[config.mk]
export PLATFORM = sky130hd
export DESIGN_NAME = regfile_wb_arbiter
export DESIGN_NICKNAME = d
export VERILOG_FILES = /design/src/rtl/regfile_wb_arbiter.sv
export SDC_FILE = /design/constraint.sdc
export NUM_CORES = 1
export LEC_CHECK = 0
export BUFFER_PORTS_ARGS = -buffer_cell sky130_fd_sc_hd__clkbuf_2
export CAP_MARGIN = 30
export CELL_PAD_IN_SITES_DETAIL_PLACEMENT = 0
export CELL_PAD_IN_SITES_GLOBAL_PLACEMENT = 1
export CORE_UTILIZATION = 41
export CTS_CLUSTER_SIZE = 25
export DETAILED_ROUTE_END_ITERATION = 8
export PLACE_DENSITY = 0.79
export SLEW_MARGIN = 20
export SYNTH_ARGS = -nofsm -noshare
export SYNTH_HDL_FRONTEND = slang
export SYNTH_SLANG_ARGS = --single-unit
[constraint.sdc]
create_clock -name clk -period 4.2 [get_ports clk]
set_clock_uncertainty 0.05 [all_clocks]
set_input_delay 0.84 -clock clk [delete_from_list [all_inputs] [get_ports clk]]
set_output_delay 0.84 -clock clk [all_outputs]
set_load 0.05 [all_outputs]
[src/rtl/regfile_wb_arbiter.sv]
// ----------------------------------------------------------------------------
// regfile_wb_arbiter
//
// Shares the single register-file write port between two writeback sources,
// the execute stage (EX) and the load/memory stage (MEM). Each source pushes
// results into its own DEPTH-entry FIFO over a valid/ready handshake. A
// round-robin arbiter drains one FIFO head per cycle into a registered write
// stage that drives the register file directly. Hazard stalls tell the issue
// stage when a source or destination register still has a buffered write.
//
// Ports:
//   clk, rst                 clock; synchronous active-high reset
//   ex_valid/ex_ready        EX handshake; ex_addr/ex_data carry the result
//   mem_valid/mem_ready      MEM handshake; mem_addr/mem_data carry the result
//   raddr1, raddr2, issue_rd issue-stage source and destination registers
//   stall1, stall2, stall_rd buffered-write hazard on the matching address
//   we, waddr, wdata         register-file write port (registered)
//   idle                     both FIFOs empty and no write in flight
// ----------------------------------------------------------------------------
module regfile_wb_arbiter #(
   parameter int DEPTH    = 2,
   parameter int ADDR_W   = 5,
   parameter int DATA_W   = 64,
   parameter int ZERO_REG = 31
) (
   input  logic              clk,
   input  logic              rst,
   input  logic              ex_valid,
   output logic              ex_ready,
   input  logic [ADDR_W-1:0] ex_addr,
   input  logic [DATA_W-1:0] ex_data,
   input  logic              mem_valid,
   output logic              mem_ready,
   input  logic [ADDR_W-1:0] mem_addr,
   input  logic [DATA_W-1:0] mem_data,
   input  logic [ADDR_W-1:0] raddr1,
   input  logic [ADDR_W-1:0] raddr2,
   input  logic [ADDR_W-1:0] issue_rd,
   output logic              stall1,
   output logic              stall2,
   output logic              stall_rd,
   output logic              we,
   output logic [ADDR_W-1:0] waddr,
   output logic [DATA_W-1:0] wdata,
   output logic              idle
);

   localparam int PTR_W = $clog2(DEPTH);
   localparam int CNT_W = $clog2(DEPTH + 1);
   localparam logic [CNT_W-1:0]  FULL_CNT  = CNT_W'(DEPTH);
   localparam logic [ADDR_W-1:0] ZERO_ADDR = ADDR_W'(ZERO_REG);

   // Source index 0 is EX, 1 is MEM; the enum names the arbiter's choice.
   typedef enum logic {SRC_EX = 1'b0, SRC_MEM = 1'b1} src_e;

   logic [ADDR_W-1:0] q_addr [2][DEPTH];
   logic [DATA_W-1:0] q_data [2][DEPTH];
   logic [PTR_W-1:0]  rd_ptr [2];
   logic [PTR_W-1:0]  wr_ptr [2];
   logic [CNT_W-1:0]  count  [2];

   logic              in_valid [2];
   logic [ADDR_W-1:0] in_addr  [2];
   logic [DATA_W-1:0] in_data  [2];
   logic              ready    [2];
   logic              push     [2];
   logic              pop      [2];
   logic              nonempty [2];

   src_e              last_grant;
   src_e              grant_src;
   logic              grant_valid;
   logic              contention;
   logic [ADDR_W-1:0] grant_addr;
   logic [DATA_W-1:0] grant_data;

   assign in_valid[0] = ex_valid;
   assign in_addr[0]  = ex_addr;
   assign in_data[0]  = ex_data;
   assign in_valid[1] = mem_valid;
   assign in_addr[1]  = mem_addr;
   assign in_data[1]  = mem_data;

   // Readiness depends only on the registered count, so valid never loops
   // combinationally back into ready.
   always_comb begin
      for (int s = 0; s < 2; s++) begin
         ready[s]    = count[s] < FULL_CNT;
         nonempty[s] = count[s] != '0;
         push[s]     = in_valid[s] && ready[s];
      end
   end

   assign ex_ready  = ready[0];
   assign mem_ready = ready[1];

   // Round robin: on a two-way tie the source not granted last time wins.
   // NOTE: every output of a combinational block gets a default first, so no
   // path through the if/else chain leaves a variable unassigned (no latch).
   always_comb begin
      grant_valid = 1'b0;
      grant_src   = SRC_EX;
      contention  = 1'b0;
      if (nonempty[0] && nonempty[1]) begin
         grant_valid = 1'b1;
         contention  = 1'b1;
         grant_src   = (last_grant == SRC_MEM) ? SRC_EX : SRC_MEM;
      end else if (nonempty[0]) begin
         grant_valid = 1'b1;
         grant_src   = SRC_EX;
      end else if (nonempty[1]) begin
         grant_valid = 1'b1;
         grant_src   = SRC_MEM;
      end
   end

   assign pop[0]     = grant_valid && (grant_src == SRC_EX);
   assign pop[1]     = grant_valid && (grant_src == SRC_MEM);
   assign grant_addr = q_addr[grant_src][rd_ptr[grant_src]];
   assign grant_data = q_data[grant_src][rd_ptr[grant_src]];

   // NOTE: FIFO storage is deliberately left out of reset; an entry is only
   // ever read once the count marks it live, so its power-up value is unseen.
   always_ff @(posedge clk) begin
      for (int s = 0; s < 2; s++) begin
         if (push[s]) begin
            q_addr[s][wr_ptr[s]] <= in_addr[s];
            q_data[s][wr_ptr[s]] <= in_data[s];
         end
      end
   end

   // NOTE: state registers use non-blocking assignment so every flop samples
   // the pre-edge values, independent of statement order.
   always_ff @(posedge clk) begin
      if (rst) begin
         for (int s = 0; s < 2; s++) begin
            rd_ptr[s] <= '0;
            wr_ptr[s] <= '0;
            count[s]  <= '0;
         end
      end else begin
         for (int s = 0; s < 2; s++) begin
            if (push[s]) wr_ptr[s] <= wr_ptr[s] + 1'b1;
            if (pop[s])  rd_ptr[s] <= rd_ptr[s] + 1'b1;
            // Push and pop together leave the occupancy unchanged.
            if (push[s] && !pop[s])      count[s] <= count[s] + 1'b1;
            else if (!push[s] && pop[s]) count[s] <= count[s] - 1'b1;
         end
      end
   end

   // Only a genuine tie moves the round-robin pointer; MEM after reset so
   // that EX wins the first tie.
   always_ff @(posedge clk) begin
      if (rst)             last_grant <= SRC_MEM;
      else if (contention) last_grant <= grant_src;
   end

   // Registered write stage. Writes to the zero register are popped but
   // dropped; with no grant the address/data simply hold.
   always_ff @(posedge clk) begin
      if (rst) begin
         we    <= 1'b0;
         waddr <= '0;
         wdata <= '0;
      end else if (grant_valid) begin
         we    <= grant_addr != ZERO_ADDR;
         waddr <= grant_addr;
         wdata <= grant_data;
      end else begin
         we    <= 1'b0;
      end
   end

   // An entry is live when its distance from the read pointer is below the
   // occupancy; pointers wrap naturally because DEPTH is a power of two.
   function automatic logic entry_live(input logic [PTR_W-1:0] idx,
                                       input logic [PTR_W-1:0] rd,
                                       input logic [CNT_W-1:0] cnt);
      logic [PTR_W-1:0] offset;
      offset = idx - rd;
      return CNT_W'(offset) < cnt;
   endfunction

   // Hazards cover buffered entries only; the write stage itself is covered
   // by the register file's same-cycle write-to-read forwarding.
   always_comb begin
      stall1   = 1'b0;
      stall2   = 1'b0;
      stall_rd = 1'b0;
      for (int s = 0; s < 2; s++) begin
         for (int i = 0; i < DEPTH; i++) begin
            if (entry_live(PTR_W'(i), rd_ptr[s], count[s])) begin
               if (q_addr[s][i] == raddr1)   stall1   = 1'b1;
               if (q_addr[s][i] == raddr2)   stall2   = 1'b1;
               if (q_addr[s][i] == issue_rd) stall_rd = 1'b1;
            end
         end
      end
      if (raddr1 == ZERO_ADDR)   stall1   = 1'b0;
      if (raddr2 == ZERO_ADDR)   stall2   = 1'b0;
      if (issue_rd == ZERO_ADDR) stall_rd = 1'b0;
   end

   assign idle = (count[0] == '0) && (count[1] == '0) && !we;

endmodule

# After elaboration in Yosys (flattened, before gate mapping)
# Memories as Yosys holds them, arrays and structs flattened.
# Cells that the tools add are included.
# totals
register_bits	71
ram_bits	284
in_bits	157
output_inout_bits	76
wordCells	172
mem_count	5
# memory_table
name	words	width	read_ports	rd_clocked_by_memory_dff	write_ports	line	text
q_data	2	128	1	0	2	57	logic [DATA_W-1:0] q_data [2][DEPTH];
q_addr	2	10	3	0	2	56	logic [ADDR_W-1:0] q_addr [2][DEPTH];
count	2	2	2	0	2	60	logic [CNT_W-1:0] count [2];
rd_ptr	2	1	3	0	2	58	logic [PTR_W-1:0] rd_ptr [2];
wr_ptr	2	1	2	0	2	59	logic [PTR_W-1:0] wr_ptr [2];
# op_classes
n_addsub	12
order_cmp	11
n_eq_ne	16
n_mux	88
bitwise	13
reduce_logical	23
# ops
operator	n
$mux W64	5
$mux W128	2
$demux W64 S1	2
$mux W1	66
$eq A5 B5 Y1	12
$mux W5	5
$mux W10	2
$eq A5 B5 Y1 const B	3
$logic_and A1 B1 Y1	13
$demux W5 S1	2
$lt A1 B2 Y1	4
$mux W2	4
$or A1 B1 Y1	8
$ge A2 B2 Y1 const B	3
$not A1 Y2	3
$logic_not A1 Y1	5
$ne A5 B5 Y1 const B	1
$add A1 B1 Y1 const B	4
$add A2 B1 Y2 const B	2
$logic_not A2 Y1	2
$lt A2 B1 Y1 const B	2
$lt A2 B2 Y1 const B	2
$reduce_bool A2 Y1	2
$sub A1 B1 Y1 const A	4
3 further kinds	5

# Depth between registers and ports, before layout
# Gate-level depths: netlist of the first run.
# depth
ltp_word	13
ltp_mapped	10
mapped_depth_nobuf	7

# Worst setup path after synthesis of the first run
# Ideal clock, no wire load.
# synth_timing
kind	register -> register
startpoint	mem count[0][1] (netlist bit)
endpoint	mem q_addr[0][5] (netlist bit) (enable)
setup_time_ns	0.497
arrival_time_ns	3.921
required_ns	3.653
setup_slack_ns	-0.268
path_stages_with_launch	4
n_path_buf	0
synth_period_minus_slack_ns	4.468
path_cell_list	edfxtp_1 inv_1 nand2_1 nor2_1
# synth_rtl
item	line
from (decl)	60
to (decl)	56

==> flow_metrics.env, run 1 <==
export IMPL_synth_top_area_cell="edfxtp_1"
export IMPL_drive_gt1_share_pct=24.2
export IMPL_drv_slew=0
export IMPL_drtPass1Iterations=5
export IMPL_path_depth=7
export IMPL_topRoutingLayerUsed="met5"
export IMPL_wl_met2_um=16300
export IMPL_grt_pass1_vias=9228
export IMPL_yosysTopAreaCellShare_pct=60.1
export IMPL_cts_buffers=39
export IMPL_portBuffers=232
export IMPL_synth_area_um2=14200
export IMPL_reg2reg_depth=7
export IMPL_fin_area_um2=17100
export IMPL_fp_dieH_um=188
export IMPL_crit_path_max_fanout=36
export IMPL_mostFrequentLayoutCell="edfxtp_1"
export IMPL_insertion_delay_ns=0.51
export IMPL_placed_cell_area_um2=15800
export IMPL_mostFrequentLayoutCells="edfxtp_1, clkbuf_2, nor2_1"
export IMPL_hold_violations=0
export IMPL_clk_path_buf_depth=3
export IMPL_maxCapViolCount=0
export IMPL_endpoint_kind="output port"
export IMPL_min_period_ns=3.46
export IMPL_clock_root_buffer="clkbuf_16"
export IMPL_max_freq_mhz=289
export IMPL_synth_cells=1064
export IMPL_clkTransAtPathRegs_ns=0.06
export IMPL_clock_sinks=355
export IMPL_ys_top_cells_by_area="edfxtp_1, dfxtp_1, mux2i_1"
export IMPL_vdd_drop_max_uv=532
export IMPL_setup_viol=0
export IMPL_status="complete, no violations"
export IMPL_avgViaCountPerCell=5.15
export IMPL_tightest_slew_ns=0.962
export IMPL_grt_pass1_wl_um=54300
export IMPL_final_nets=1437
export IMPL_path_buf_inv=3
export IMPL_synth_seq_cells=355
export IMPL_path_cells="buf_4 > inv_1 > a21oi_1 > nor4_1 > a31oi_1 > a22oi_1 > clkbuf_2"
export IMPL_whs_ns=0.398
export IMPL_synthesis_nets=1222
export IMPL_cp_start_kind="flip-flop"
export IMPL_die_w_um=188
export IMPL_num_io_pins=233
export IMPL_areaGrowthSynthToFinish_pct=20.5
export IMPL_cp_data_required_time_ns=3.31
export IMPL_wl_um=35400
export IMPL_h_tree_depth=2
export IMPL_fillCellCount=2946
export IMPL_yosysSeqAreaShare_pct=70.1
export IMPL_synth_cell_types=42
export IMPL_drt_iter0_drc=561
export IMPL_finalPower_mw=12.7
export IMPL_wl_per_cell_um=20.1
export IMPL_vias=9042
export IMPL_rsz0062_at_grt="false"
export IMPL_ys_warnings_count=0
export IMPL_post_cts_buffers=0
export IMPL_drtAntennaViolNets=0
export IMPL_n_antenna_cell=0
export IMPL_initial_core_util_pct=42.0
export IMPL_crit_family="buffers and inverters"
export IMPL_max_slew_margin_pct=35.9
export IMPL_slowest_stage="buf_4"
export IMPL_crit_type="reg -> out"
export IMPL_post_cts_resized=0
export IMPL_drc=0
export IMPL_slowest_delay_ns=0.55
export IMPL_gp_congestion=0.910
export IMPL_leakagePower_nw=6.48
export IMPL_num_rows=67
export IMPL_die_area_um2=35400
export IMPL_wl_met3_um=2790
export IMPL_grt_max_degree=70
export IMPL_coreArea_um2=33800
export IMPL_grt_overflow=0
export IMPL_cp_arrival_ns=2.57
export IMPL_avgSynthCellArea_um2=13.3
export IMPL_hold_path_depth=2
export IMPL_synthFlopType="edfxtp_1"
export IMPL_period_share_pct=82.5
export IMPL_ys_async_sr_fraction_pct=0
export IMPL_antenna_found_initial=4
export IMPL_wl_met1_um=15400
export IMPL_hp_class="reg -> reg"
export IMPL_cellPowerDensity_nw_per_um2=744
export IMPL_hold_buffers=0
export IMPL_hpwl_um=21800
export IMPL_synth_edf_count=284
export IMPL_tns_ns=0
export IMPL_grtUsageTotal_pct=20.1
export IMPL_cts_tree="yes"
per-layer routing:
layer	global-route usage, %	vias up
met5	0	-
met4	6.13	8
met3	4.87	65
met2	32.3	327
met1	27.0	4377
li1	-	4265
flip-flops by register name, indices dropped and copies added, names as in the netlist:
signal      count
q_data        256
wdata          64
q_addr         20
waddr           5
count           4
rd_ptr          2
wr_ptr          2
last_grant      1
we              1
worst register-to-register path, delay by kind of cell (launching register included):
| kind | cells | cell delay [ns] |
|---|---|---|
| DFF | 1 | 0.41 |
| and+or+nand+nor | 1 | 0.10 |
| buffers and inverters | 2 | 0.58 |
| adders and majority gates | 1 | 0.43 |
| AOI/OAI and AO/OA | 3 | 0.94 |
final timing paths:
check / startpoint / endpoint / slack, ns
max: rd_ptr[0]$_SDFFCE_PN0P_ / stall_rd / 0.74
min: waddr[3]$_SDFFE_PP0N_ / waddr[3]$_SDFFE_PP0N_ / 0.40
max reg2reg: count[1][1]$_DFFE_PP_ / wdata[21]$_SDFFE_PP0N_ / 1.56
min reg2reg: waddr[3]$_SDFFE_PP0N_ / waddr[3]$_SDFFE_PP0N_ / 0.40
cells by family after synthesis:
logic type | after synthesis | share of synthesized area [%]
adder cells (fa/ha/maj) | 1 | 0.0881
buffers and inverters | 80 | 2.34
AND/OR/NAND/NOR | 262 | 7.62
multiplexers | 139 | 9.80
AO/OA/AOI/OAI | 166 | 6.32
XOR/XNOR | 61 | 3.76
flip-flops | 355 | 70.1
cells in the mapped netlist, drive strengths merged, types with 2 or more instances:
cell type,instances
a21o,3
a21oi,74
a22oi,3
a31oi,7
and2,2
and4,3
buf,28
clkbuf,47
dfxtp,71
edfxtp,284
inv,5
mux2i,139
nand2,82
nand2b,4
nand3,3
nand4,2
nor2,142
nor2b,2
nor3,7
nor4,8
o21ai,69
or2,2
or4,3
xnor2,29
xor2,32
where the power goes:
part	total, mW	internal (mW)	switching [mW]
registers	4.85	4.56	0.296
clock network	3.39	2.09	1.30
logic	4.49	1.35	3.15
total	12.7	7.99	4.75
per-stage QoR:
step | setup WS [ns] | std cells | utilization, %
detailed placement | 0.858 | 1686 | 46.9
floorplan | 0.631 | 1064 | -
finish | 0.735 | 1756 | 50.7
global route | 0.541 | 1756 | 50.7
global placement | 0.849 | 1683 | 46.7
CTS | 0.675 | 1756 | 50.7
layout make-up:
| class | count | area, µm² | share of cell area, % |
|---|---|---|---|
| Clock inverter | 14 | 171 | 1.00 |
| Timing Repair Buffer | 249 | 1350 | 7.88 |
| Inverter | 5 | 18.8 | 0.110 |
| Multi-Input combinational cell | 629 | 3950 | 23.1 |
| Tap cell | 448 | 561 | 3.28 |
| Sequential cell | 355 | 9950 | 58.1 |
| Clock buffer | 56 | 1110 | 6.50 |
No activity file was read; power rests on OpenSTA's default activity.
==> inputs of run 2 (changes only) <==
--- a/config.mk
+++ b/config.mk
@@ -5,14 +5,15 @@
 export SDC_FILE = /design/constraint.sdc
 export NUM_CORES = 1
 export LEC_CHECK = 0
+export ABC_AREA = 1
 export BUFFER_PORTS_ARGS = -buffer_cell sky130_fd_sc_hd__clkbuf_2
 export CAP_MARGIN = 30
 export CELL_PAD_IN_SITES_DETAIL_PLACEMENT = 0
 export CELL_PAD_IN_SITES_GLOBAL_PLACEMENT = 1
-export CORE_UTILIZATION = 41
+export CORE_UTILIZATION = 44
 export CTS_CLUSTER_SIZE = 25
 export DETAILED_ROUTE_END_ITERATION = 8
-export PLACE_DENSITY = 0.79
+export PLACE_DENSITY = 0.83
 export SLEW_MARGIN = 20
 export SYNTH_ARGS = -nofsm -noshare
 export SYNTH_HDL_FRONTEND = slang
==> constraint.sdc (replaced) <==
create_clock -name clk -period 3.3 [get_ports clk]
set_clock_uncertainty 0.05 [all_clocks]
set_input_delay 0.66 -clock clk [delete_from_list [all_inputs] [get_ports clk]]
set_output_delay 0.66 -clock clk [all_outputs]
set_load 0.05 [all_outputs]
==> flow_metrics.env, run 2 <==
export IMPL_vias=10100
export IMPL_rsz0062_at_grt="false"
export IMPL_tightest_slew_ns=0.880
export IMPL_post_cts_buffers=0
export IMPL_synth_seq_cells=355
export IMPL_avgSynthCellArea_um2=11.0
export IMPL_endpoint_kind="output port"
export IMPL_clkTransAtPathRegs_ns=0.06
export IMPL_gp_congestion=0.902
export IMPL_num_io_pins=233
export IMPL_antenna_found_initial=6
export IMPL_clock_sinks=355
export IMPL_wl_um=35600
export IMPL_fin_cells=1947
export IMPL_final_nets=1670
export IMPL_synth_top_area_cell="edfxtp_1"
export IMPL_status="complete, no violations"
export IMPL_die_w_um=182
export IMPL_yosysMostFrequentCell="nand2_1"
export IMPL_mostFrequentLayoutCells="nand2_1, edfxtp_1, nand3_1"
export IMPL_num_rows=65
export IMPL_crit_type="reg -> out"
export IMPL_synth_area_um2=14300
export IMPL_synth_edf_count=284
export IMPL_cellPowerDensity_nw_per_um2=1000
export IMPL_fp_dieH_um=182
export IMPL_avgViaCountPerCell=5.19
export IMPL_ys_async_sr_fraction_pct=0
export IMPL_max_freq_mhz=340
export IMPL_grt_overflow=0
export IMPL_worstReg2RegStart="count[0][1]$_SDFFCE_PN0P_"
export IMPL_synthesis_nets=1458
export IMPL_dp_cells=1875
export IMPL_yosysTopAreaCellShare_pct=59.7
export IMPL_max_slew_margin_pct=41.3
export IMPL_fillCellCount=2770
export IMPL_hpwl_um=21500
export IMPL_hp_class="in -> reg"
export IMPL_crit_path_max_fanout=4
export IMPL_cp_startpoint="count[0][0]$_SDFFCE_PN0P_"
export IMPL_grt_pass1_wl_um=55000
export IMPL_coreArea_um2=31700
export IMPL_cp_start_kind="flip-flop"
export IMPL_drc=0
export IMPL_maxCapViolCount=0
export IMPL_vdd_drop_max_uv=647
export IMPL_mostFrequentLayoutCell="nand2_1"
export IMPL_portBuffers=232
export IMPL_yosysSeqAreaShare_pct=69.6
export IMPL_synth_cells=1300
export IMPL_ys_warnings_count=0
export IMPL_grt_max_degree=113
export IMPL_fin_util_pct=53.6
export IMPL_cp_arrival_ns=2.23
export IMPL_grtUsageTotal_pct=21.8
export IMPL_hold_buffers=0
export IMPL_largest_reg_flops=256
export IMPL_cp_data_required_time_ns=2.59
export IMPL_min_period_ns=2.94
export IMPL_cts_buffers=37
export IMPL_drtPass1Iterations=5
export IMPL_synth_cell_types=30
export IMPL_cts_tree="yes"
export IMPL_ys_top_cells_by_count="nand2_1, edfxtp_1, nand3_1"
export IMPL_whs_ns=0.288
export IMPL_post_cts_resized=0
export IMPL_hold_violations=0
export IMPL_leakagePower_nw=7.04
export IMPL_ys_top_cells_by_area="edfxtp_1, nand2_1, dfxtp_1"
export IMPL_insertion_delay_ns=0.51
export IMPL_hold_path_startpoint="mem_data[38]"
export IMPL_areaGrowthSynthToFinish_pct=18.9
export IMPL_wl_per_cell_um=18.3
export IMPL_drt_iter0_drc=641
export IMPL_clk_path_buf_depth=3
export IMPL_setup_viol=0
export IMPL_drive_gt1_share_pct=20.9
export IMPL_die_area_um2=33200
export IMPL_clock_root_buffer="clkbuf_16"
export IMPL_grt_pass1_vias=9929
export IMPL_synthFlopType="edfxtp_1"
export IMPL_drtAntennaViolNets=0
export IMPL_tns_ns=0
export IMPL_drv_slew=0
export IMPL_initial_core_util_pct=45.1
export IMPL_h_tree_depth=2
export IMPL_period_share_pct=89.0
==> run 2: final timing paths <==
check                                 end  slack (ns)  cells after the start
setup / recovery                   stall2        0.36                      8
hold / removal    q_data[1][38]$_DFFE_PP_        0.29                      1
setup reg to reg   wdata[12]$_SDFFE_PP0N_        0.82                      9
hold reg to reg    wdata[56]$_SDFFE_PP0N_        0.42                      2
==> run 2: cells by family (layout without fill, tap and decap cells) <==
| kind of cell | count (synthesis) | count (layout) | share of synthesized area (%) |
|---|---|---|---|
| buffers and inverters | 119 | 359 | 3.90 |
| xor gates and xnor gates | 41 | 41 | 2.51 |
| other | 0 | 5 | 0 |
| adders and majority gates | 1 | 1 | 0.0875 |
| DFF | 355 | 355 | 69.6 |
| and+or+nand+nor | 752 | 752 | 22.6 |
| AOI/OAI and AO/OA | 32 | 32 | 1.24 |
==> run 2: critical path: stages, from the launching register on <==
cell and delay (ns):
edfxtp_1 0.40, inv_2 0.06, o21ai_0 0.47, and3_1 0.24, nand3_1 0.07, nand2_1 0.08, nor2_1 0.04, nor2_1 0.08
clkbuf_2 0.28
==> run 2: power by group <==
| group | leakage [nW] | switching (mW) | internal (mW) |
|---|---|---|---|
| clock network | 0.565 | 1.60 | 2.35 |
| logic | 3.24 | 5.09 | 1.71 |
| registers | 3.23 | 0.394 | 5.87 |
==> run 2: area by class of cell <==
class	count	area [µm²]	area share, %
diodes	5	12.5	0.0736
clock buffers	56	1050	6.17
clock inverters	11	111	0.655
inverters	40	151	0.891
multi-input cells	826	3840	22.6
flip-flops and latches	355	9950	58.6
well taps	402	503	2.96
repair buffers	252	1370	8.08
==> run 2: layer usage <==
layer | vias to the layer above | routed length, µm | GRT usage, %
met2 | 341 | 17400 | 37.5
met5 | - | 23 | 0
met1 | 4811 | 14900 | 27.9
met3 | 51 | 2630 | 4.51
met4 | 4 | 652 | 6.22
li1 | 4900 | - | -
==> run 2: metrics by stage <==
| step | total power, mW | area (µm²) | worst slack, ns |
|---|---|---|---|
| after CTS | 17.2 | 17000 | 0.341 |
| final | 17.0 | 17000 | 0.362 |
| after global routing | 18.1 | 17000 | 0.103 |
| after floorplan | 11.4 | 14300 | -1.10 |
| after detailed placement | 13.2 | 15800 | 0.717 |
| after global placement | 13.1 | 15800 | 0.706 |
==> inputs of run 3 (changes only) <==
--- a/config.mk
+++ b/config.mk
@@ -8,7 +8,7 @@
 export ABC_AREA = 1
 export BUFFER_PORTS_ARGS = -buffer_cell sky130_fd_sc_hd__clkbuf_2
 export CAP_MARGIN = 30
-export CELL_PAD_IN_SITES_DETAIL_PLACEMENT = 0
+export CELL_PAD_IN_SITES_DETAIL_PLACEMENT = 1
 export CELL_PAD_IN_SITES_GLOBAL_PLACEMENT = 1
 export CORE_UTILIZATION = 44
 export CTS_CLUSTER_SIZE = 25
==> flow_metrics.env, run 3 (synthesis gave the netlist of run 2 again) <==
export IMPL_wl_um=40900
export IMPL_hpwl_um=24900
export IMPL_finalPower_mw=17.5
export IMPL_min_period_ns=2.97
export IMPL_crit_type="reg -> out"
export IMPL_grt_max_degree=113
export IMPL_hold_violations=0
export IMPL_drv_slew=0
export IMPL_cp_start_kind="flip-flop"
export IMPL_setup_viol=0
export IMPL_cts_buffers=38
export IMPL_die_area_um2=33200
export IMPL_pre_cts_slack_ns=0.633
export IMPL_gp_congestion=0.902
export IMPL_clk_path_buf_depth=3
export IMPL_clock_sinks=355
export IMPL_worstReg2RegStart="count[1][1]$_DFFE_PP_"
export IMPL_drtAntennaViolNets=0
export IMPL_crit_family="simple AND/OR/NAND/NOR gates"
export IMPL_final_nets=1671
export IMPL_crit_path_max_fanout=4
export IMPL_grt_overflow=0
export IMPL_cts_tree="yes"
export IMPL_grtUsageTotal_pct=24.9
export IMPL_path_buf_inv=1
export IMPL_worst_slack_ns=0.328
export IMPL_wl_per_cell_um=21.0
export IMPL_grt_pass1_vias=11300
export IMPL_tightest_slew_ns=0.869
export IMPL_h_tree_depth=2
export IMPL_drt_iter0_drc=721
export IMPL_max_slew_margin_pct=42.1
export IMPL_period_share_pct=90.1
export IMPL_clkTransAtPathRegs_ns=0.06
export IMPL_placed_cell_area_um2=15800
export IMPL_clock_root_buffer="clkbuf_16"
export IMPL_tns_ns=0
export IMPL_vias=10500
export IMPL_slowest_stage="o21ai_0"
export IMPL_leakagePower_nw=7.07
export IMPL_fp_dieH_um=182
export IMPL_slowest_delay_ns=0.51
export IMPL_post_cts_buffers=0
export IMPL_r2r_slack_ns=0.68
export IMPL_cp_startpoint="rd_ptr[0]$_SDFFCE_PN0P_"
export IMPL_cellPowerDensity_nw_per_um2=1030
export IMPL_coreArea_um2=31700
export IMPL_rsz0062_at_grt="false"
export IMPL_hold_buffers=0
export IMPL_endpoint_kind="output port"
export IMPL_fin_area_um2=17000
export IMPL_grt_pass1_wl_um=63000
export IMPL_fillCellCount=3399
export IMPL_mostFrequentLayoutCell="nand2_1"
export IMPL_path_cells="o21ai_0 > and3_1 > nand3_1 > nand2_1 > nor2_1 > nor2_1 > clkbuf_2"
export IMPL_antenna_found_initial=5
export IMPL_cpMostUsedCell="nor2_1"
export IMPL_hold_path_startpoint="mem_data[31]"
export IMPL_num_rows=65
export IMPL_status="complete, no violations"
export IMPL_dp_cells=1875
export IMPL_vdd_drop_max_uv=710
export IMPL_initial_core_util_pct=45.1
export IMPL_num_io_pins=233
export IMPL_max_freq_mhz=337
export IMPL_cp_data_required_time_ns=2.59
export IMPL_drive_gt1_share_pct=21.2
export IMPL_drc=0
export IMPL_portBuffers=232
export IMPL_avgViaCountPerCell=5.40
export IMPL_die_w_um=182
export IMPL_fin_cells=1944
export IMPL_areaGrowthSynthToFinish_pct=19.3
export IMPL_maxCapViolCount=0
export IMPL_mostFrequentLayoutCells="nand2_1, edfxtp_1, nand3_1"
export IMPL_hp_class="in -> reg"
export IMPL_cp_arrival_ns=2.26
export IMPL_drtPass1Iterations=5
export IMPL_insertion_delay_ns=0.51
export IMPL_post_cts_resized=0
export IMPL_largest_reg_flops=256
run 3: cell types whose count changed in the layout (fill, tap and decap cells not counted), sizes merged:
cell / before / now
inv: 39 / 40
bufinv: 2 / 3
clkbuf: 288 / 286
clkinv: 10 / 9
clkinvlp: 0 / 1
diode: 5 / 2
run 3: where the power goes:
part / switching (mW) / total (mW) / internal [mW]
registers: 0.436 / 6.31 / 5.87
clock network: 1.69 / 4.19 / 2.50
logic: 5.28 / 6.99 / 1.71
total: 7.41 / 17.5 / 10.1
run 3: through the flow:
stage | utilization (%) | hold WS [ns]
finish | 53.7 | 0.285
global route | 53.7 | 0.267
CTS | 53.7 | 0.266
detailed placement | 49.9 | 0.413
global placement | 49.9 | 0.408
floorplan | - | 0.489
run 3: path summary, 6_finish.rpt:
kind	depth (start not counted)	end
worst max-delay path	7	stall2
worst min-delay path	1	q_data[1][95]$_DFFE_PP_
worst max register to register	9	wdata[11]$_SDFFE_PP0N_
worst min register to register	2	wdata[43]$_SDFFE_PP0N_
run 3: worst reg2reg max path, delay by kind of cell, from the launching register on:
family,cells,cell delay (ns)
adders and majority gates,1,0.24
and+or+nand+nor,4,0.50
DFF,1,0.35
AOI/OAI and AO/OA,1,0.20
buffers and inverters,3,1.21
run 3: final cells by class:
| class | count | area [µm²] | area share (%) |
|---|---|---|---|
| Inverter | 40 | 151 | 0.888 |
| Clock inverter | 13 | 146 | 0.859 |
| Tap cell | 402 | 503 | 2.95 |
| Clock buffer | 54 | 1070 | 6.29 |
| Sequential cell | 355 | 9950 | 58.4 |
| Multi-Input combinational cell | 826 | 3840 | 22.5 |
| Timing Repair Buffer | 252 | 1370 | 8.06 |
| Antenna cell | 2 | 5.00 | 0.0294 |
run 3: per-layer routing:
layer / track usage [%] / up-vias / routed length (µm)
li1: - / 4884 / -
met1: 30.2 / 5183 / 16500
met2: 44.7 / 351 / 20600
met3: 5.21 / 78 / 2700
met4: 7.23 / 6 / 1080
met5: 0 / - / 34
